--- src/rtl/mem_port_arbiter.sv ---
`timescale 1ns / 1ps
// mem_port_arbiter: two-port round-robin arbiter in front of a single memory port.
// Latches the winning request, holds the memory request until ack, then pulses
// done for the owner together with the captured read data.
module mem_port_arbiter #(
    parameter int unsigned ADDR_WIDTH = 32,
    parameter int unsigned DATA_WIDTH = 32
) (
    input  logic                  clk,
    input  logic                  rst,
    input  logic                  m0_req,
    input  logic [ADDR_WIDTH-1:0] m0_addr,
    input  logic                  m0_we,
    input  logic [DATA_WIDTH-1:0] m0_wdata,
    output logic                  m0_gnt,
    output logic                  m0_done,
    input  logic                  m1_req,
    input  logic [ADDR_WIDTH-1:0] m1_addr,
    input  logic                  m1_we,
    input  logic [DATA_WIDTH-1:0] m1_wdata,
    output logic                  m1_gnt,
    output logic                  m1_done,
    output logic [DATA_WIDTH-1:0] rdata,
    output logic                  mem_req,
    output logic [ADDR_WIDTH-1:0] mem_addr,
    output logic                  mem_we,
    output logic [DATA_WIDTH-1:0] mem_wdata,
    input  logic                  mem_ack,
    input  logic [DATA_WIDTH-1:0] mem_rdata,
    output logic                  sel,
    output logic                  busy
);

    typedef enum logic [0:0] {StIdle, StBusy} state_t;

    state_t                state_q, state_d;
    logic                  sel_q, sel_d;
    logic                  last_owner_q, last_owner_d;
    logic [ADDR_WIDTH-1:0] addr_q, addr_d;
    logic                  we_q, we_d;
    logic [DATA_WIDTH-1:0] wdata_q, wdata_d;
    logic [DATA_WIDTH-1:0] rdata_q, rdata_d;
    logic                  done0_q, done0_d;
    logic                  done1_q, done1_d;

    // State and datapath registers; reset aborts any access in flight.
    always_ff @(posedge clk or posedge rst) begin
        if (rst) begin
            state_q      <= StIdle;
            sel_q        <= 1'b0;
            last_owner_q <= 1'b1;
            addr_q       <= '0;
            we_q         <= 1'b0;
            wdata_q      <= '0;
            rdata_q      <= '0;
            done0_q      <= 1'b0;
            done1_q      <= 1'b0;
        end else begin
            state_q      <= state_d;
            sel_q        <= sel_d;
            last_owner_q <= last_owner_d;
            addr_q       <= addr_d;
            we_q         <= we_d;
            wdata_q      <= wdata_d;
            rdata_q      <= rdata_d;
            done0_q      <= done0_d;
            done1_q      <= done1_d;
        end
    end

    // Arbitration, request latching and completion handling.
    always_comb begin
        state_d      = state_q;
        sel_d        = sel_q;
        last_owner_d = last_owner_q;
        addr_d       = addr_q;
        we_d         = we_q;
        wdata_d      = wdata_q;
        rdata_d      = rdata_q;
        done0_d      = 1'b0;
        done1_d      = 1'b0;
        m0_gnt       = 1'b0;
        m1_gnt       = 1'b0;

        unique case (state_q)
            StIdle: begin
                // On a tie the port that did not own the memory last wins.
                if (m0_req && (!m1_req || last_owner_q)) begin
                    m0_gnt = 1'b1;
                end else if (m1_req) begin
                    m1_gnt = 1'b1;
                end

                if (m0_gnt) begin
                    addr_d       = m0_addr;
                    we_d         = m0_we;
                    wdata_d      = m0_wdata;
                    sel_d        = 1'b0;
                    last_owner_d = 1'b0;
                    state_d      = StBusy;
                end else if (m1_gnt) begin
                    addr_d       = m1_addr;
                    we_d         = m1_we;
                    wdata_d      = m1_wdata;
                    sel_d        = 1'b1;
                    last_owner_d = 1'b1;
                    state_d      = StBusy;
                end
            end
            StBusy: begin
                if (mem_ack) begin
                    rdata_d = mem_rdata;
                    done0_d = ~sel_q;
                    done1_d = sel_q;
                    state_d = StIdle;
                end
            end
            default: state_d = StIdle;
        endcase
    end

    // Memory-side and status outputs come straight from registers.
    always_comb begin
        mem_req   = (state_q == StBusy);
        busy      = (state_q == StBusy);
        mem_addr  = addr_q;
        mem_we    = we_q;
        mem_wdata = wdata_q;
        rdata     = rdata_q;
        sel       = sel_q;
        m0_done   = done0_q;
        m1_done   = done1_q;
    end

endmodule
--- config.mk ---
export PLATFORM = sky130hd
export DESIGN_NAME = mem_port_arbiter
export DESIGN_NICKNAME = d
export VERILOG_FILES = /design/src/rtl/mem_port_arbiter.sv
export SDC_FILE = /design/constraint.sdc
export NUM_CORES = 1
export LEC_CHECK = 0
export ABC_CLOCK_PERIOD_IN_PS = 5000
export CORE_ASPECT_RATIO = 1.4
export CORE_MARGIN = 1
export CORE_UTILIZATION = 30
export CTS_CLUSTER_DIAMETER = 200
export DETAILED_ROUTE_END_ITERATION = 12
export MAX_ROUTING_LAYER = met4
export PLACE_DENSITY_LB_ADDON = 0.2
export SETUP_SLACK_MARGIN = 0.02
export SYNTH_ARGS = -nofsm -noshare
export SYNTH_HDL_FRONTEND = slang
export SYNTH_SLANG_ARGS = --single-unit
--- constraint.sdc ---
create_clock -name clk -period 5 [get_ports clk]
set_input_delay 0.5 -clock clk [delete_from_list [all_inputs] [get_ports clk]]
set_output_delay 0.5 -clock clk [all_outputs]
set_load 0.03 [all_outputs]
; After elaboration in Yosys (flattened, before gate mapping)
; Index checks and enable logic that the tools add are counted.
[classes]
mux = 23
bitwise_logic = 2
n_reduce_logical = 6
[ops]
columns = cell, count
row1 = two-way mux 32 bit, 4
row2 = two-way mux 1 bit, 18
row3 = AND reduction 2 bit, 2
row4 = inverter 1 bit, 2
row5 = one-hot mux 1 bit (2 select lines), 1
row6 = nonzero test 2 bit, 1
row7 = logical AND 1 bit, 1
row8 = logical NOT 1 bit, 1
row9 = logical OR 1 bit, 1
[word_totals]
register_bits = 102
input_bits = 167
output_inout_bits = 104
wordCells = 40

; Logic depth before layout (Yosys ltp)
[depth]
word_depth = 8
mapped_depth = 6

; Least setup slack after synthesis
; No wires, ideal clock.
[synth_timing]
path_type = reg-to-output
from = reg last_owner_q
to = out m0_gnt
arrival_ns = 1.589
path_slack_ns = 2.911
stages_incl_launch_ff = 4
path_cell_list = dfstp_2 and2b_1 clkbuf_1 nor3_1
[synth_between]
elab_chain_cells = 5
[synth_rtl]
columns = element, line_no
row1 = "start, declared", 38  ; logic last_owner_q, last_owner_d;
row2 = "start signal, assigned", 61  ; last_owner_q <= last_owner_d;
row3 = logical OR 1 bit, 88  ; if (m0_req && (!m1_req || last_owner_q)) begin
row4 = logical AND 1 bit, 88
row5 = two-way mux 1 bit, 88
row6 = two-way mux 1 bit (2 in a row), 85  ; unique case (state_q)
row7 = "end, declared", 15  ; output logic m0_gnt,
; No other way between the ends. The select of a mux whose other input is x is not followed.

; Worst setup path after layout
[layout_timing]
from = in m1_req
to = out m1_gnt
[layout_between]
elab_chain_cells = 6
word_cells_on_any_way = 7
classes_between = mux: 4 / reduce/logical: 3
[layout_rtl]
columns = element, line_no
row1 = "start, declared", 17  ; input logic m1_req,
row2 = logical NOT 1 bit, 88
row3 = logical OR 1 bit, 88
row4 = logical AND 1 bit, 88
row5 = two-way mux 1 bit *, 88
row6 = two-way mux 1 bit * (2 in a row), 85
row7 = "end, declared", 21  ; output logic m1_gnt,
; Every way passes the cells marked *; elsewhere a longest branch is shown, timed or not. The select of a mux whose other input is x is not followed.

==> impl_metrics.yaml <==
status:
  status: "finished, final reports clean"
clock_tree:
  cts_tree: "built"
  cts_setup_buffers: 0
  holdBufCountCts: 0
  path_clk_slew_ns: 0.07
  cts_resized: 0
  cts_buffers: 9
  htree_levels: 3
  insertion_delay_ns: 0.34
  cts_buffer_depth: 2
  cts-root-buf: "clkbuf_16"
  clock-sinks: 102
worst_hold_path:
  hold_start: "sel"
  hold_path.class: "flip-flop to flip-flop"
  hold_path_depth: 1
  hold_path_end: "m0_done"
sta:
  slew_headroom_pct: 29.5
  hold_viol: 0
  finalSetupViolCount: 0
  worstMarginPinSlew_ns: 1.06
  period_needed_ns: 2.97
  maxSlewViolCount: 0
  setup-tns-final_ns: 0
  post-route-period-util_pct: 59.4
  rsz0062_at_grt: "false"
  fmax_mhz: 337
  fin_hold_ws_ns: 0.491
  fin_skew_ns: 0.00655
setup_path:
  crit_top_cell: "clkdlybuf4s50_1"
  reg2reg_to: "mem_addr[11]"
  setup.worst_path.class: "input port to primary output"
  crit_slowest_cell: "clkdlybuf4s50_1"
  required_ns: 4.50
  crit_buf_inv: 3
  crit_path_cell_trace: "clkdlybuf4s50_1, nand2b_2, buf_4, a21oi_1, clkdlybuf4s50_1"
  reg2reg_slack_ns: 2.71
  timing.rr.start: "busy"
  cp.arrival_ns: 2.47
  end_kind: "primary output"
  r2r_cells: 4
  path_max_fanout: 66
  critPathLaunch: "m1_req"
  cp-start-kind: "input port"
  crit_path_max_incr_delay_ns: 0.65
  cp_top_family: "buffers and inverters"
floorplanning:
  start_util_pct: 31.1
  ios: 271
  die_width_um: 106
  coreArea_mm2: 0.0146
  die_area_mm2: 0.0157
  fp.dieH_um: 148
  row_count: 52
global_route:
  grt_first_pass_wirelength_mm: 23.0
  antenna_found_initial: 0
  grt.overflow.total: 0
  first_global_vias: 4582
  grt_max_degree: 93
  track_usage_pct: 19.6
synth:
  ys.warnings.count: 0
  ys_ff_latch: 102
  synthCells: 458
  ys_seq_area_share_pct: 56.1
  netlist_area_mm2: 0.00455
  synth_area_leaders: "dfrtp_1 56%, a31oi_1 8.9%, mux2_2 7.9%"
  ys_types: 21
  yosysTopAreaCell: "dfrtp_1"
  syn_avg_cell_area_um2: 9.94
  synth_top_area_share_pct: 55.5
  synth_nets: 625
routing:
  drt_wl_total_mm: 14.9
  drtPass1Iterations: 4
  wl_per_cell_um: 16.7
  final_antenna_net_count: 0
  via_per_inst: 5.05
  dr.first_iter.drc_count: 168
  drc: 0
  num_vias: 4503
pwr:
  p_leak_nw: 2.96
  ir_worst_vdd_uv: 277
  power_switching_share_pct: 40.1
  cell_internal_pwr_mw: 2.54
  power-per-cell-area_mw_per_mm2: 554
  clockPowerShare_pct: 18.8
  seqPwrFrac_pct: 31.5
  p_comb_share_pct: 49.6
  switching_power_mw: 1.70
placed_design:
  port_buffers: 270
  dp_hpwl_mm: 10.4
  gp_congestion: 0.762
  place_area_mm2: 0.00730
final_layout:
  nets: 866
  drive_gt1_share_pct: 8.68
  fill_cells: 1390
  fin_util_pct: 52.2
  syn_to_final_growth_pct: 68.0
  multi_input_area_mm2: 0.00174
  final_common_cell: "clkdlybuf4s50_1"
  regArea_mm2: 0.00255
  final_cell_mix: "269 x clkdlybuf4s50_1, 101 x dfrtp_1, 67 x nor2_1"
  antenna_cells: 0
  final_cell_area_mm2: 0.00764
job:
  drv_cap: 0
power groups by stage:
| stage | clock, mW | sequential (mW) | combinational (mW) |
|---|---|---|---|
| after floorplan | 0 | 1.97 | 0.557 |
| after global placement | 0 | 1.34 | 2.10 |
| after detailed placement | 0 | 1.35 | 2.12 |
| after CTS | 0.823 | 1.34 | 2.12 |
| after global routing | 0.854 | 1.38 | 2.23 |
| final | 0.798 | 1.33 | 2.10 |
per-stage QoR:
stage / cells / setup WS, ns / total power [mW]
finish: 892 / 2.03 / 4.23
global route: 892 / 1.93 / 4.46
CTS: 892 / 2.02 / 4.28
detailed placement: 877 / 2.03 / 3.46
global placement: 877 / 2.04 / 3.43
floorplan: 458 / 1.83 / 2.53
state kept, by name, indices dropped and copies added, names as in the netlist:
signal	count
m1_done	1
last_owner_q	1
sel	1
busy	1
mem_wdata	32
rdata	32
mem_we	1
mem_addr	32
m0_done	1
cell usage after synthesis:
library cell,n
nand2b_1,1
o21bai_1,1
dfrtp_1,101
mux2_2,32
o21ba_1,1
buf_4,4
dfstp_2,1
inv_2,1
nor2_1,67
nor3_1,1
and2b_1,1
nand2_1,2
a21oi_1,2
clkbuf_1,12
o21ai_0,44
inv_1,3
buf_2,28
o21ai_1,23
a31oi_1,65
nand3_1,65
buf_6,3
metal layers:
metal / GRT usage, % / vias to the layer above / routed length [um] / share of wire (%)
li1: - / 2116 / - / -
met1: 21.7 / 2151 / 6080 / 41
met2: 34.4 / 219 / 7510 / 50
met3: 4.41 / 17 / 1020 / 6.9
met4: 6.74 / 0 / 258 / 1.7
met5: - / - / 0 / 0
logic make-up after synthesis:
group	after synthesis	share of synthesized area, %
AND/OR/NAND/NOR	137	13.3
AO/OA/AOI/OAI	136	16.9
flip-flops	102	56.1
buffers and inverters	51	5.80
multiplexers	32	7.92
worst max path at each step:
| stage | to | cells past startpoint |
|---|---|---|
| 2_1_floorplan | busy | 1 |
| 4_1_cts | m1_gnt | 5 |
| 6_report | m1_gnt | 5 |
| 3_3_place_gp | m1_gnt | 5 |
| 3_5_place_dp | m1_gnt | 5 |
| 5_1_grt | m1_gnt | 5 |
area by class of cell:
class                           instances  share of cell area [%]
Timing Repair Buffer                  277                    36.0
Sequential cell                       102                    33.4
Multi-Input combinational cell        305                    22.8
Tap cell                              189                    3.09
Clock buffer                            9                    2.95
Clock inverter                          6                    1.54
Inverter                                4                   0.229
Power figures use the tool's default switching activity.
